**config.mk**
```make
export PLATFORM = sky130hd
export DESIGN_NAME = vga_sync_800x600_flat
export DESIGN_NICKNAME = d
export VERILOG_FILES = /design/src/rtl/vga_sync_800x600_if.sv /design/src/rtl/vga_sync_800x600.sv /design/src/flat_wrapper.sv
export SDC_FILE = /design/constraint.sdc
export NUM_CORES = 1
export LEC_CHECK = 0
export ABC_AREA = 1
export BUFFER_PORTS_ARGS = -buffer_cell sky130_fd_sc_hd__buf_2
export CORE_AREA = 4 4 66 68
export CTS_BUF_LIST = sky130_fd_sc_hd__clkbuf_8 sky130_fd_sc_hd__clkbuf_16
export CTS_CLUSTER_DIAMETER = 100
export DETAILED_ROUTE_END_ITERATION = 10
export DIE_AREA = 0 0 70 72
export PLACE_DENSITY_LB_ADDON = 0.15
export SETUP_SLACK_MARGIN = 0.1
export SYNTH_ARGS = -nofsm -noshare
export SYNTH_HDL_FRONTEND = slang
export SYNTH_SLANG_ARGS = --single-unit
```
**constraint.sdc**
```tcl
create_clock -name clk -period 5.6 [get_ports clk]
set_input_delay 0.56 -clock clk [delete_from_list [all_inputs] [get_ports clk]]
set_output_delay 0.56 -clock clk [all_outputs]
set_load 0.1 [all_outputs]
```
**src/rtl/vga_sync_800x600_if.sv**
```systemverilog
// Purpose: pixel timing bundle from the sync generator to the graphics block and VGA pins.
// Latency: signals only; every member is driven straight from a register in the generator.
// Backpressure: none; the timing stream free-runs and consumers sample it on p_tick.
interface vga_sync_800x600_if;
    logic        p_tick;
    logic [10:0] pix_x;
    logic [10:0] pix_y;
    logic        video_on;
    logic        hsync;
    logic        vsync;
    logic        frame_tick;
    logic [15:0] frame_cnt;

    modport master (
        output p_tick, pix_x, pix_y, video_on, hsync, vsync, frame_tick, frame_cnt
    );

    modport slave (
        input  p_tick, pix_x, pix_y, video_on, hsync, vsync, frame_tick, frame_cnt
    );
endinterface

```
**src/rtl/vga_sync_800x600.sv**
```systemverilog
// Purpose: SVGA 800x600@72 pixel-enable, x/y counters, syncs and video_on (frame_cnt optional
//          via VGA_SYNC_FRAME_CNT_EN; when undefined frame_cnt is tied to zero).
// Latency: all outputs registered from next-counter values, so they align to the same pixel.
// Backpressure: none; free-running, cannot be stalled.
module vga_sync_800x600 #(
    parameter int CLK_DIV = 2,
    parameter int H_DISP  = 800,
    parameter int H_FP    = 56,
    parameter int H_SYNC  = 120,
    parameter int H_BP    = 64,
    parameter int V_DISP  = 600,
    parameter int V_FP    = 37,
    parameter int V_SYNC  = 6,
    parameter int V_BP    = 23,
    parameter int HS_POL  = 1,
    parameter int VS_POL  = 1
) (
    input  logic                 clk,
    input  logic                 reset,
    vga_sync_800x600_if.master   vga
);

    localparam int          H_TOT    = H_DISP + H_FP + H_SYNC + H_BP;
    localparam int          V_TOT    = V_DISP + V_FP + V_SYNC + V_BP;
    localparam logic [4:0]  DIV_LAST = 5'(CLK_DIV - 1);
    localparam logic [10:0] H_LAST   = 11'(H_TOT - 1);
    localparam logic [10:0] V_LAST   = 11'(V_TOT - 1);
    localparam logic [10:0] H_VIS    = 11'(H_DISP);
    localparam logic [10:0] V_VIS    = 11'(V_DISP);
    localparam logic [10:0] HS_START = 11'(H_DISP + H_FP);
    localparam logic [10:0] HS_END   = 11'(H_DISP + H_FP + H_SYNC);
    localparam logic [10:0] VS_START = 11'(V_DISP + V_FP);
    localparam logic [10:0] VS_END   = 11'(V_DISP + V_FP + V_SYNC);
    localparam logic        HS_ON    = 1'(HS_POL);
    localparam logic        VS_ON    = 1'(VS_POL);

    logic [4:0]  div_cnt;
    logic [4:0]  div_nxt;
    logic        tick_nxt;
    logic        p_tick_r;
    logic [10:0] x_r;
    logic [10:0] y_r;
    logic [10:0] x_nxt;
    logic [10:0] y_nxt;
    logic        video_on_r;
    logic        hsync_r;
    logic        vsync_r;
    logic        frame_tick_r;

    // Next-state of the divider and the counters; counters step only in a p_tick cycle.
    // Comparisons use >= so a corrupted counter falls back to 0 on its next step.
    always_comb begin
        div_nxt  = (div_cnt >= DIV_LAST) ? 5'd0 : div_cnt + 5'd1;
        tick_nxt = (div_nxt == DIV_LAST);
        x_nxt    = x_r;
        y_nxt    = y_r;
        if (p_tick_r) begin
            if (x_r >= H_LAST) begin
                x_nxt = 11'd0;
                y_nxt = (y_r >= V_LAST) ? 11'd0 : y_r + 11'd1;
            end else begin
                x_nxt = x_r + 11'd1;
            end
        end
    end

    // Timing state; decoded outputs come from the next-counter values so they match pix_x/pix_y.
    always_ff @(posedge clk or posedge reset) begin
        if (reset) begin
            div_cnt      <= 5'd0;
            p_tick_r     <= 1'b0;
            x_r          <= 11'd0;
            y_r          <= 11'd0;
            video_on_r   <= 1'b0;
            hsync_r      <= ~HS_ON;
            vsync_r      <= ~VS_ON;
            frame_tick_r <= 1'b0;
        end else begin
            div_cnt      <= div_nxt;
            p_tick_r     <= tick_nxt;
            x_r          <= x_nxt;
            y_r          <= y_nxt;
            video_on_r   <= (x_nxt < H_VIS) && (y_nxt < V_VIS);
            hsync_r      <= ((x_nxt >= HS_START) && (x_nxt < HS_END)) ? HS_ON : ~HS_ON;
            vsync_r      <= ((y_nxt >= VS_START) && (y_nxt < VS_END)) ? VS_ON : ~VS_ON;
            frame_tick_r <= tick_nxt && (x_nxt == H_LAST) && (y_nxt == V_LAST);
        end
    end

    assign vga.p_tick     = p_tick_r;
    assign vga.pix_x      = x_r;
    assign vga.pix_y      = y_r;
    assign vga.video_on   = video_on_r;
    assign vga.hsync      = hsync_r;
    assign vga.vsync      = vsync_r;
    assign vga.frame_tick = frame_tick_r;

`ifdef VGA_SYNC_FRAME_CNT_EN
    logic [15:0] frame_cnt_r;

    // Frame counter steps on the same edge that wraps pix_y back to 0; rolls over naturally.
    always_ff @(posedge clk or posedge reset) begin
        if (reset) begin
            frame_cnt_r <= 16'd0;
        end else if (frame_tick_r) begin
            frame_cnt_r <= frame_cnt_r + 16'd1;
        end
    end

    assign vga.frame_cnt = frame_cnt_r;
`else
    assign vga.frame_cnt = 16'h0000;
`endif

endmodule

```
**src/flat_wrapper.sv**
```systemverilog
// flat-port wrapper written by rule: the top's interface ports become plain ports
module vga_sync_800x600_flat 
#(
    parameter int CLK_DIV = 2,
    parameter int H_DISP  = 800,
    parameter int H_FP    = 56,
    parameter int H_SYNC  = 120,
    parameter int H_BP    = 64,
    parameter int V_DISP  = 600,
    parameter int V_FP    = 37,
    parameter int V_SYNC  = 6,
    parameter int V_BP    = 23,
    parameter int HS_POL  = 1,
    parameter int VS_POL  = 1
)
  (clk, reset, vga_p_tick, vga_pix_x, vga_pix_y, vga_video_on, vga_hsync, vga_vsync, vga_frame_tick, vga_frame_cnt);
  vga_sync_800x600_if vga_i ();
  input  logic clk;
  input  logic reset;
  output wire logic [$bits(vga_i.p_tick)-1:0] vga_p_tick;
  output wire logic [$bits(vga_i.pix_x)-1:0] vga_pix_x;
  output wire logic [$bits(vga_i.pix_y)-1:0] vga_pix_y;
  output wire logic [$bits(vga_i.video_on)-1:0] vga_video_on;
  output wire logic [$bits(vga_i.hsync)-1:0] vga_hsync;
  output wire logic [$bits(vga_i.vsync)-1:0] vga_vsync;
  output wire logic [$bits(vga_i.frame_tick)-1:0] vga_frame_tick;
  output wire logic [$bits(vga_i.frame_cnt)-1:0] vga_frame_cnt;
  assign vga_p_tick = vga_i.p_tick;
  assign vga_pix_x = vga_i.pix_x;
  assign vga_pix_y = vga_i.pix_y;
  assign vga_video_on = vga_i.video_on;
  assign vga_hsync = vga_i.hsync;
  assign vga_vsync = vga_i.vsync;
  assign vga_frame_tick = vga_i.frame_tick;
  assign vga_frame_cnt = vga_i.frame_cnt;
  vga_sync_800x600 #(.CLK_DIV(CLK_DIV), .H_DISP(H_DISP), .H_FP(H_FP), .H_SYNC(H_SYNC), .H_BP(H_BP), .V_DISP(V_DISP), .V_FP(V_FP), .V_SYNC(V_SYNC), .V_BP(V_BP), .HS_POL(HS_POL), .VS_POL(VS_POL)) u_core (.clk(clk), .reset(reset), .vga(vga_i));
endmodule
```
# Yosys cells after proc, flatten, opt, wreduce, memory -nomap -nowiden
# Cells that the tools add are included.
[classes]
muxes = 8
reduce_logical = 5
n_eq_ne = 3
addsub = 3
n_lt_le_gt_ge = 9
[ops]
columns = ["op", "n"]
rows = [
  ["11-bit 2-to-1 mux", 5],
  ["11-bit by 10-bit less-than comparator with 1-bit output (second input constant)", 4],
  ["11-bit by 10-bit greater-or-equal comparator with 1-bit output (second input constant)", 3],
  ["11-bit by 1-bit adder with 11-bit output (second input constant)", 2],
  ["11-bit by 10-bit == test with 1-bit output (second input constant)", 1],
  ["11-bit == test (second input constant)", 1],
  ["11-bit greater-or-equal comparator (second input constant)", 1],
  ["5-bit by 1-bit adder with 5-bit output (second input constant)", 1],
  ["5-bit by 1-bit == test with 1-bit output (second input constant)", 1],
  ["5-bit by 1-bit greater-or-equal comparator with 1-bit output (second input constant)", 1],
  ["1-bit logical AND", 5],
  ["5-bit 2-to-1 mux", 1],
  ["1-bit 2-to-1 mux", 2],
]
[word_totals]
inputBits = 2
ff_bits = 32
wordCells = 36

# Logic depth before layout (Yosys ltp)
# Gate-level depths: netlist (run 1).
[logic_depth]
depth_word = 7
depth_mapped = 16
ltp_nobuf = 16

# Worst setup path after synthesis (run 1)
# No wires, ideal clock.
[synth_path]
path_kind = "reg-to-reg"
start = "register u_core.x_r[0], in the netlist u_core.vga.pix_x[0]"
end = "register u_core.video_on_r, in the netlist u_core.vga.video_on"
arrival_time_ns = 2.475
slack_ns = 3.004
setup_time_ns = 0.121
stages_incl_launch_ff = 13
n_path_buf = 2
period_less_slack_ns = 2.596
required_time_ns = 5.479
path_cell_list = "dfrtp_1 > ha_1 > nand2_1 > nand2_1 > nand2_1 > nand2_2 > nand3_2 > buf_6 > buf_6 > nand2_1 > nand4_1 > nor3_1 > nor2_1"
[synth_via]
elab_chain_len = 5
[synth_lines]
columns = ["item", "line_no", "rtl"]
rows = [
  ["start, declared", "vga_sync_800x600.sv:41", "logic [10:0] x_r;"],
  ["start signal, assigned", "vga_sync_800x600.sv:81", "x_r <= x_nxt;"],
  ["11-bit by 1-bit adder with 11-bit output / 11-bit greater-or-equal comparator (equally long branches)", "vga_sync_800x600.sv:62, vga_sync_800x600.sv:58", ""],
  ["11-bit 2-to-1 mux", "vga_sync_800x600.sv:58", "if (x_r >= H_LAST) begin"],
  ["11-bit 2-to-1 mux", "vga_sync_800x600.sv:57", "if (p_tick_r) begin"],
  ["11-bit by 10-bit less-than comparator with 1-bit output", "vga_sync_800x600.sv:83", "video_on_r <= (x_nxt < H_VIS) && (y_nxt < V_VIS);"],
  ["1-bit logical AND *", "vga_sync_800x600.sv:83", ""],
  ["end signal, assigned", "vga_sync_800x600.sv:83", ""],
  ["end, declared", "vga_sync_800x600.sv:45", "logic video_on_r;"],
]
# Mark *: on every way between the ends. The rest lies on a longest branch, timed or not.

# Final worst setup path (run 1)
[layout_path]
start = "register u_core.x_r[0], in the netlist u_core.vga.pix_x[0]"
end = "register u_core.vsync_r, in the netlist u_core.vga.vsync"
[layout_via]
elab_chain_len = 6
[layout_lines]
columns = ["item", "line_no", "rtl"]
rows = [
  ["11-bit greater-or-equal comparator *", "vga_sync_800x600.sv:58", ""],
  ["11-bit 2-to-1 mux *", "vga_sync_800x600.sv:58", ""],
  ["11-bit 2-to-1 mux *", "vga_sync_800x600.sv:57", ""],
  ["via u_core.y_nxt[0]", "vga_sync_800x600.sv:44", "logic [10:0] y_nxt;"],
  ["11-bit by 10-bit greater-or-equal comparator with 1-bit output / 11-bit by 10-bit less-than comparator with 1-bit output (equally long branches)", "vga_sync_800x600.sv:85", "vsync_r <= ((y_nxt >= VS_START) && (y_nxt < VS_END)) ? VS_ON : ~VS_ON;"],
  ["1-bit logical AND *", "vga_sync_800x600.sv:85", ""],
  ["1-bit 2-to-1 mux *", "vga_sync_800x600.sv:85", ""],
  ["end signal, assigned", "vga_sync_800x600.sv:76", "vsync_r <= ~VS_ON;"],
  ["end signal, assigned", "vga_sync_800x600.sv:85", ""],
  ["end, declared", "vga_sync_800x600.sv:47", "logic vsync_r;"],
]
# The timed path passes the listed nets; every way through them passes the cells marked *.

==> results.toml, run 1 <==
[status]
status = "completed"

[timing]
timing.final.crit_period_ns = 2.34
setup_viol = 0
finalSetupTns_ns = 0
hold_slack_ns = 0.351
fin_crit_sh = 0.418
fmax_mhz = 428
rsz0062_at_grt = "no"
fin_skew_ns = 0.00545
slew_viol_final = 0
hold_violations = 0

[synthesis]
ys_types = 25
synth_commonest_cells = "86 x nand2_1, 42 x nor2_1, 37 x inv_1, 32 x dfrtp_1, 22 x nand3_1"
ys.warnings.count = 0
synth_area_per_cell_um2 = 6.96
ys_seq_area_frac = 0.383
synth_area_leader_cell = "dfrtp_1"
ys_top_cells_by_area = "dfrtp_1 38%, nand2_1 15%, nor2_1 7.5%"
synthCells = 300
synth_top_cell_area_share = 0.383
synth_edf_count = 0
synth-main-ff-cell = "dfrtp_1"
synth_most_common_cell = "nand2_1"
syn_area_mm2 = 0.00209
yosys_register_bits = 32
synthArstFlopShare = 1.00

[power_and_ir_drop]
irDropWorstVdd_mv = 0.256
p_sw_mw = 0.335
powerDensity_mw_per_mm2 = 307
leakage_nw = 1.34
p_clk_frac = 0.232
p_int_mw = 0.372
power.total_mw = 0.706
power.share.switching = 0.474
combinationalPowerShare = 0.382
p_seq_frac = 0.386

[worst_setup_path]
crit_family = "simple AND/OR/NAND/NOR gates"
arrival_ns = 2.55
reg2reg_from = "u_core.vga.pix_x[0]$_DFF_PP0_"
worstReg2RegEnd = "u_core.vga.vsync$_DFF_PP0_"
r2r_cells = 15
cp_slowest_cell = "dfrtp_1"
critPathRequiredTime_ns = 5.81
crit_chain = "ha_1 > nand2_1 > nand2_1 > nand2_1 > nand2_2 > nand3_2 > inv_2 > nand2_1 > nand2_1 > nor2_1 > nor2_1 > nand2_1 > nand2_1 > nand2_1 > nor2_1"
reg2reg_slack_ns = 3.26
crit_start = "u_core.vga.pix_x[0]$_DFF_PP0_"
critical_path_class = "reg -> reg"
slowest_delay_ns = 0.40
worstPathMaxFanout = 21
crit_top_cell = "nand2_1"
cp_num_cells = 15
cp-start-kind = "flip-flop"
cp-endpoint = "u_core.vga.vsync$_DFF_PP0_"
path_buf_inv = 1
end_kind = "flip-flop"

[layout]
fin_nets = 342
fin_cells = 385
final_cell_area_mm2 = 0.00230
drive_above_1_share = 0.173
n_antenna_cell = 0
area_growth_pct = 10.0

[cts]
root_buffer = "clkbuf_8"
post_cts_buffers = 0
cts-hold-fix-buffers = 0
cts-buffers-inserted = 5
cts_tree = "done"
clock-sinks = 32
clk-insertion-delay-late_ns = 0.28
path_clk_slew_ns = 0.07
clk_path_buf_depth = 2
htree_num_levels = 2
cts.repair.resized = 0

[global_route]
gr-total-overflow = 0
grt_max_degree = 33
grt_pass1_wl_um = 7790
grt_antenna_before_repair = 0
grtUsageTotal = 0.193
grt_pass1_vias = 1724

[run]
drv_cap = 0

[floorplanning]
core_area_mm2 = 0.00386
die_w_um = 70
die_area_mm2 = 0.00504
rows = 23
io_pins = 45
die_y_um = 72
start_util = 0.542

[placed_design]
gp_congestion = 0.822
dp_hpwl_um = 3470
dp.cells = 378
placed_area_mm2 = 0.00222
port_buffers = 28

[drt]
drtIter0Drc = 173
wl_um = 4450
vias = 1888
dr.pass1.iters = 5
ant_nets = 0
wire_per_inst_um = 11.6
detail_route.drc_violations = 0
vias_per_cell = 4.90

[hold_path]
hold_path.class = "in -> async"
## state kept, by name, indices dropped and copies added (netlist names)
| register | flops |
|---|---|
| u_core.vga.pix_x | 11 |
| u_core.div_cnt | 5 |
| u_core.vga.vsync | 1 |
| u_core.vga.pix_y | 11 |
| u_core.vga.frame_tick | 1 |
| u_core.vga.p_tick | 1 |
| u_core.vga.hsync | 1 |
| u_core.vga.video_on | 1 |
## routing by layer
layer | part of all wire | wire (um) | GRT usage | up-vias
met4 | 0.013 | 56 | 0.0596 | 0
met1 | 0.47 | 2100 | 0.265 | 857
met2 | 0.45 | 2020 | 0.306 | 58
met5 | 0 | 0 | 0 | -
met3 | 0.063 | 280 | 0.0416 | 6
li1 | - | - | - | 967
## worst register-to-register path: stages (launching register included)
cell and delay [ns]:
dfrtp_1 0.40, ha_1 0.18, nand2_1 0.11, nand2_1 0.09, nand2_1 0.06, nand2_2 0.07
nand3_2 0.38, inv_2 0.35, nand2_1 0.08, nand2_1 0.13, nor2_1 0.06, nor2_1 0.11
nand2_1 0.06, nand2_1 0.05, nand2_1 0.04, nor2_1 0.09
## power groups by stage
stage	sequential [mW]	clock [mW]	combinational (mW)
final	0.273	0.164	0.270
after global routing	0.276	0.179	0.288
after CTS	0.272	0.169	0.271
after detailed placement	0.277	0	0.270
after global placement	0.276	0	0.268
after floorplan	0.396	0	0.119
## layout make-up
cell class	instances	area, um2
fillers	405	1560
multi-input cells	221	1040
flip-flops and latches	32	801
inverters	46	173
repair buffers	29	148
clock buffers	5	68.8
well taps	50	62.6
clock inverters	2	8.76
## kinds of logic (layout without fill, tap and decap cells)
| kind of cell | after synthesis | after routing | share of synthesized area |
|---|---|---|---|
| AND/OR/NAND/NOR | 173 | 173 | 0.357 |
| AO/OA/AOI/OAI | 19 | 19 | 0.0515 |
| other | 1 | 18 | 0.00180 |
| XOR/XNOR | 6 | 6 | 0.0252 |
| buffers and inverters | 64 | 82 | 0.151 |
| adder cells (fa/ha/maj) | 5 | 5 | 0.0300 |
| flip-flops | 32 | 32 | 0.383 |
## cell usage in the layout (no fill, tap or decap), drive strengths merged
cell,count
a21o,1
a21oi,8
and2,1
buf,29
clkbuf,5
clkinv,1
conb,18
dfrtp,32
ha,5
inv,47
nand2,90
nand3,24
nand3b,1
nand4,7
nor2,48
nor3,2
o211ai,1
o21ai,9
xor2,6
## per-stage QoR
step / util / setup slack [ns]
CTS: 0.596 / 3.27
global placement: 0.576 / 3.36
detailed placement: 0.576 / 3.30
global route: 0.596 / 2.90
finish: 0.596 / 3.26
floorplan: - / 3.00
## worst min path at each step
stage          slack [ns]                        endpoint  depth (start not counted)                          start
5_1_grt              0.39   u_core.vga.pix_y[9]$_DFF_PP0_                          3                          reset
6_report             0.35  u_core.vga.pix_y[10]$_DFF_PP0_                          3                          reset
3_5_place_dp         0.54   u_core.vga.pix_x[1]$_DFF_PP0_                          2  u_core.vga.pix_x[1]$_DFF_PP0_
2_1_floorplan        0.50     u_core.div_cnt[1]$_DFF_PP0_                          3    u_core.div_cnt[4]$_DFF_PP0_
4_1_cts              0.36   u_core.vga.video_on$_DFF_PP0_                          3                          reset
3_3_place_gp         0.53   u_core.vga.pix_x[0]$_DFF_PP0_                          1  u_core.vga.pix_x[0]$_DFF_PP0_
(Power assumes the default switching activity.)
==> run 2, diff against run 1 <==
--- a/config.mk
+++ b/config.mk
@@ -7,11 +7,11 @@
 export LEC_CHECK = 0
 export ABC_AREA = 1
 export BUFFER_PORTS_ARGS = -buffer_cell sky130_fd_sc_hd__buf_2
-export CORE_AREA = 4 4 66 68
+export CORE_AREA = 4 4 68 70
 export CTS_BUF_LIST = sky130_fd_sc_hd__clkbuf_8 sky130_fd_sc_hd__clkbuf_16
 export CTS_CLUSTER_DIAMETER = 100
 export DETAILED_ROUTE_END_ITERATION = 10
-export DIE_AREA = 0 0 70 72
+export DIE_AREA = 0 0 72 74
 export PLACE_DENSITY_LB_ADDON = 0.15
 export SETUP_SLACK_MARGIN = 0.1
 export SYNTH_ARGS = -nofsm -noshare
==> constraint.sdc (replaced) <==
create_clock -name clk -period 2.2 [get_ports clk]
set_input_delay 0.22 -clock clk [delete_from_list [all_inputs] [get_ports clk]]
set_output_delay 0.22 -clock clk [all_outputs]
set_load 0.1 [all_outputs]
==> run 2 against run 1 <==
  * Die area up 5.7%
  * Sequential cell count unchanged
  * Register-to-register slack worse by 3.0 ns
  * Via count up 1.4%
  * Critical path type unchanged
==> results.toml, run 2 (synthesis results as in run 1) <==
[worst_setup_path]
cp-start-kind = "flip-flop"
arrival_ns = 2.09
cp_slowest_cell = "dfrtp_4"
critPathRequiredTime_ns = 2.37
critical_path_class = "reg -> reg"
r2r_cells = 15
crit_top_cell = "nand2_1"
crit_chain = "ha_4 > nand2_1 > buf_4 > nor2_4 > nand2_2 > nor2_4 > nand3_1 > nand2_1 > nand2_1 > nand2_2 > nand2_1 > nor2_2 > o21ai_0 > nand3_1 > nor2_1"
worstPathMaxFanout = 5
slowest_delay_ns = 0.45
end_kind = "flip-flop"

[timing]
finalSetupTns_ns = 0
timing.final.crit_period_ns = 1.92
rsz0062_at_grt = "yes"
fin_crit_sh = 0.871
slew_viol_final = 0
setup_slack_ns = 0.285
fmax_mhz = 522
setup_viol = 0
hold_violations = 0
fin_skew_ns = 0.00735

[global_route]
grtUsageTotal = 0.190
grt_pass1_vias = 1677
grt_max_degree = 33
grt_pass1_wl_um = 7810
grt_antenna_before_repair = 0
gr-total-overflow = 0

[power_and_ir_drop]
p_int_mw = 0.982
p_clk_frac = 0.229
powerDensity_mw_per_mm2 = 763
power.total_mw = 1.86
irDropWorstVdd_mv = 0.813
p_sw_mw = 0.882
p_seq_frac = 0.387
leakage_nw = 1.34
combinationalPowerShare = 0.384
power.share.switching = 0.473

[floorplanning]
start_util = 0.526
die_area_mm2 = 0.00533
die_w_um = 72
die_y_um = 74
io_pins = 45
core_area_mm2 = 0.00397
rows = 23

[drt]
ant_nets = 0
wire_per_inst_um = 11.9
detail_route.drc_violations = 0
vias_per_cell = 4.91
dr.pass1.iters = 4
drtIter0Drc = 146
wl_um = 4630
vias = 1914

[cts]
cts-buffers-inserted = 5
path_clk_slew_ns = 0.07
htree_num_levels = 2
cts-hold-fix-buffers = 0
clock-sinks = 32
clk-insertion-delay-late_ns = 0.29
clk_path_buf_depth = 2
cts_tree = "done"
root_buffer = "clkbuf_8"

[placed_design]
post-place-ws_ns = 0.229
gp_congestion = 0.960
dp_hpwl_um = 3550
port_buffers = 28
dp.cells = 381

[hold_path]
hold_path.class = "in -> async"

[layout]
final_core_util = 0.615
fin_cells = 390
area_growth_pct = 16.9
drive_above_1_share = 0.279
fin_nets = 347
fill_cells = 381
mostFrequentLayoutCells = "82 x nand2_1, 38 x inv_1, 38 x nor2_1, 28 x buf_2, 22 x nand3_1"
layout_commonest_cell = "nand2_1"
n_antenna_cell = 0

[status]
status = "completed"

[run]
drv_cap = 0
## run 2: changes by cell type in the layout (fill, tap and decap cells not counted), sizes merged
cell	previous run	this run
buf	29	34
## run 2: metal layers
metal  share of wire  GRT usage  wire, um  vias to the layer above
met5               0          0         0                        -
met4           0.020     0.0731        92                        0
met3           0.061     0.0486       281                       12
met2            0.45      0.296      2100                       53
met1            0.47      0.257      2160                      873
li1                -          -         -                      976
## run 2: timing repair
| action | CTS | global route |
|---|---|---|
| setup buffers | 0 | 2 |
| resized for setup | 0 | 17 |
| endpoints found under the setup margin | 0 | 3 |
## run 2: critical path, delay by kind of cell (launching register included)
kind	cells	cell delay (ns)
simple gates	12	0.96
fa+ha+maj	1	0.14
flops	1	0.45
compound gates	1	0.09
buf+inv	1	0.15
## run 2: power by group through the flow
stage	combinational, mW	sequential (mW)	clock (mW)
after CTS	0.707	0.719	0.439
after floorplan	0.308	1.04	0
after detailed placement	0.706	0.730	0
after global placement	0.703	0.728	0
final	0.716	0.721	0.427
after global routing	0.759	0.731	0.467
## run 2: cell type report
type | instances | area, um2 | area share
multi-input cells | 221 | 1100 | 0.451
clock buffers | 5 | 68.8 | 0.0282
clock inverters | 2 | 8.76 | 0.00359
inverters | 46 | 173 | 0.0707
repair buffers | 34 | 196 | 0.0805
well taps | 50 | 62.6 | 0.0256
flip-flops and latches | 32 | 831 | 0.340
## run 2: path summary, 6_finish.rpt
path | start | endpoint | slack [ns]
max | u_core.vga.pix_x[0]$_DFF_PP0_ | u_core.vga.video_on$_DFF_PP0_ | 0.28
min | reset | u_core.vga.vsync$_DFF_PP0_ | 0.01
max reg2reg | u_core.vga.pix_x[0]$_DFF_PP0_ | u_core.vga.video_on$_DFF_PP0_ | 0.28
min reg2reg | u_core.div_cnt[4]$_DFF_PP0_ | u_core.div_cnt[1]$_DFF_PP0_ | 0.55
max in group asynchronous | reset | u_core.vga.pix_x[0]$_DFF_PP0_ | 1.85
min in group clk | u_core.div_cnt[4]$_DFF_PP0_ | u_core.div_cnt[1]$_DFF_PP0_ | 0.55
## run 2: metrics by stage
stage / hold slack [ns] / area [um2]
after floorplan: 0.335 / 2190
after global placement: 0.329 / 2280
after detailed placement: 0.340 / 2280
after CTS: 0.0293 / 2360
after global routing: 0.0608 / 2440
final: 0.0111 / 2440
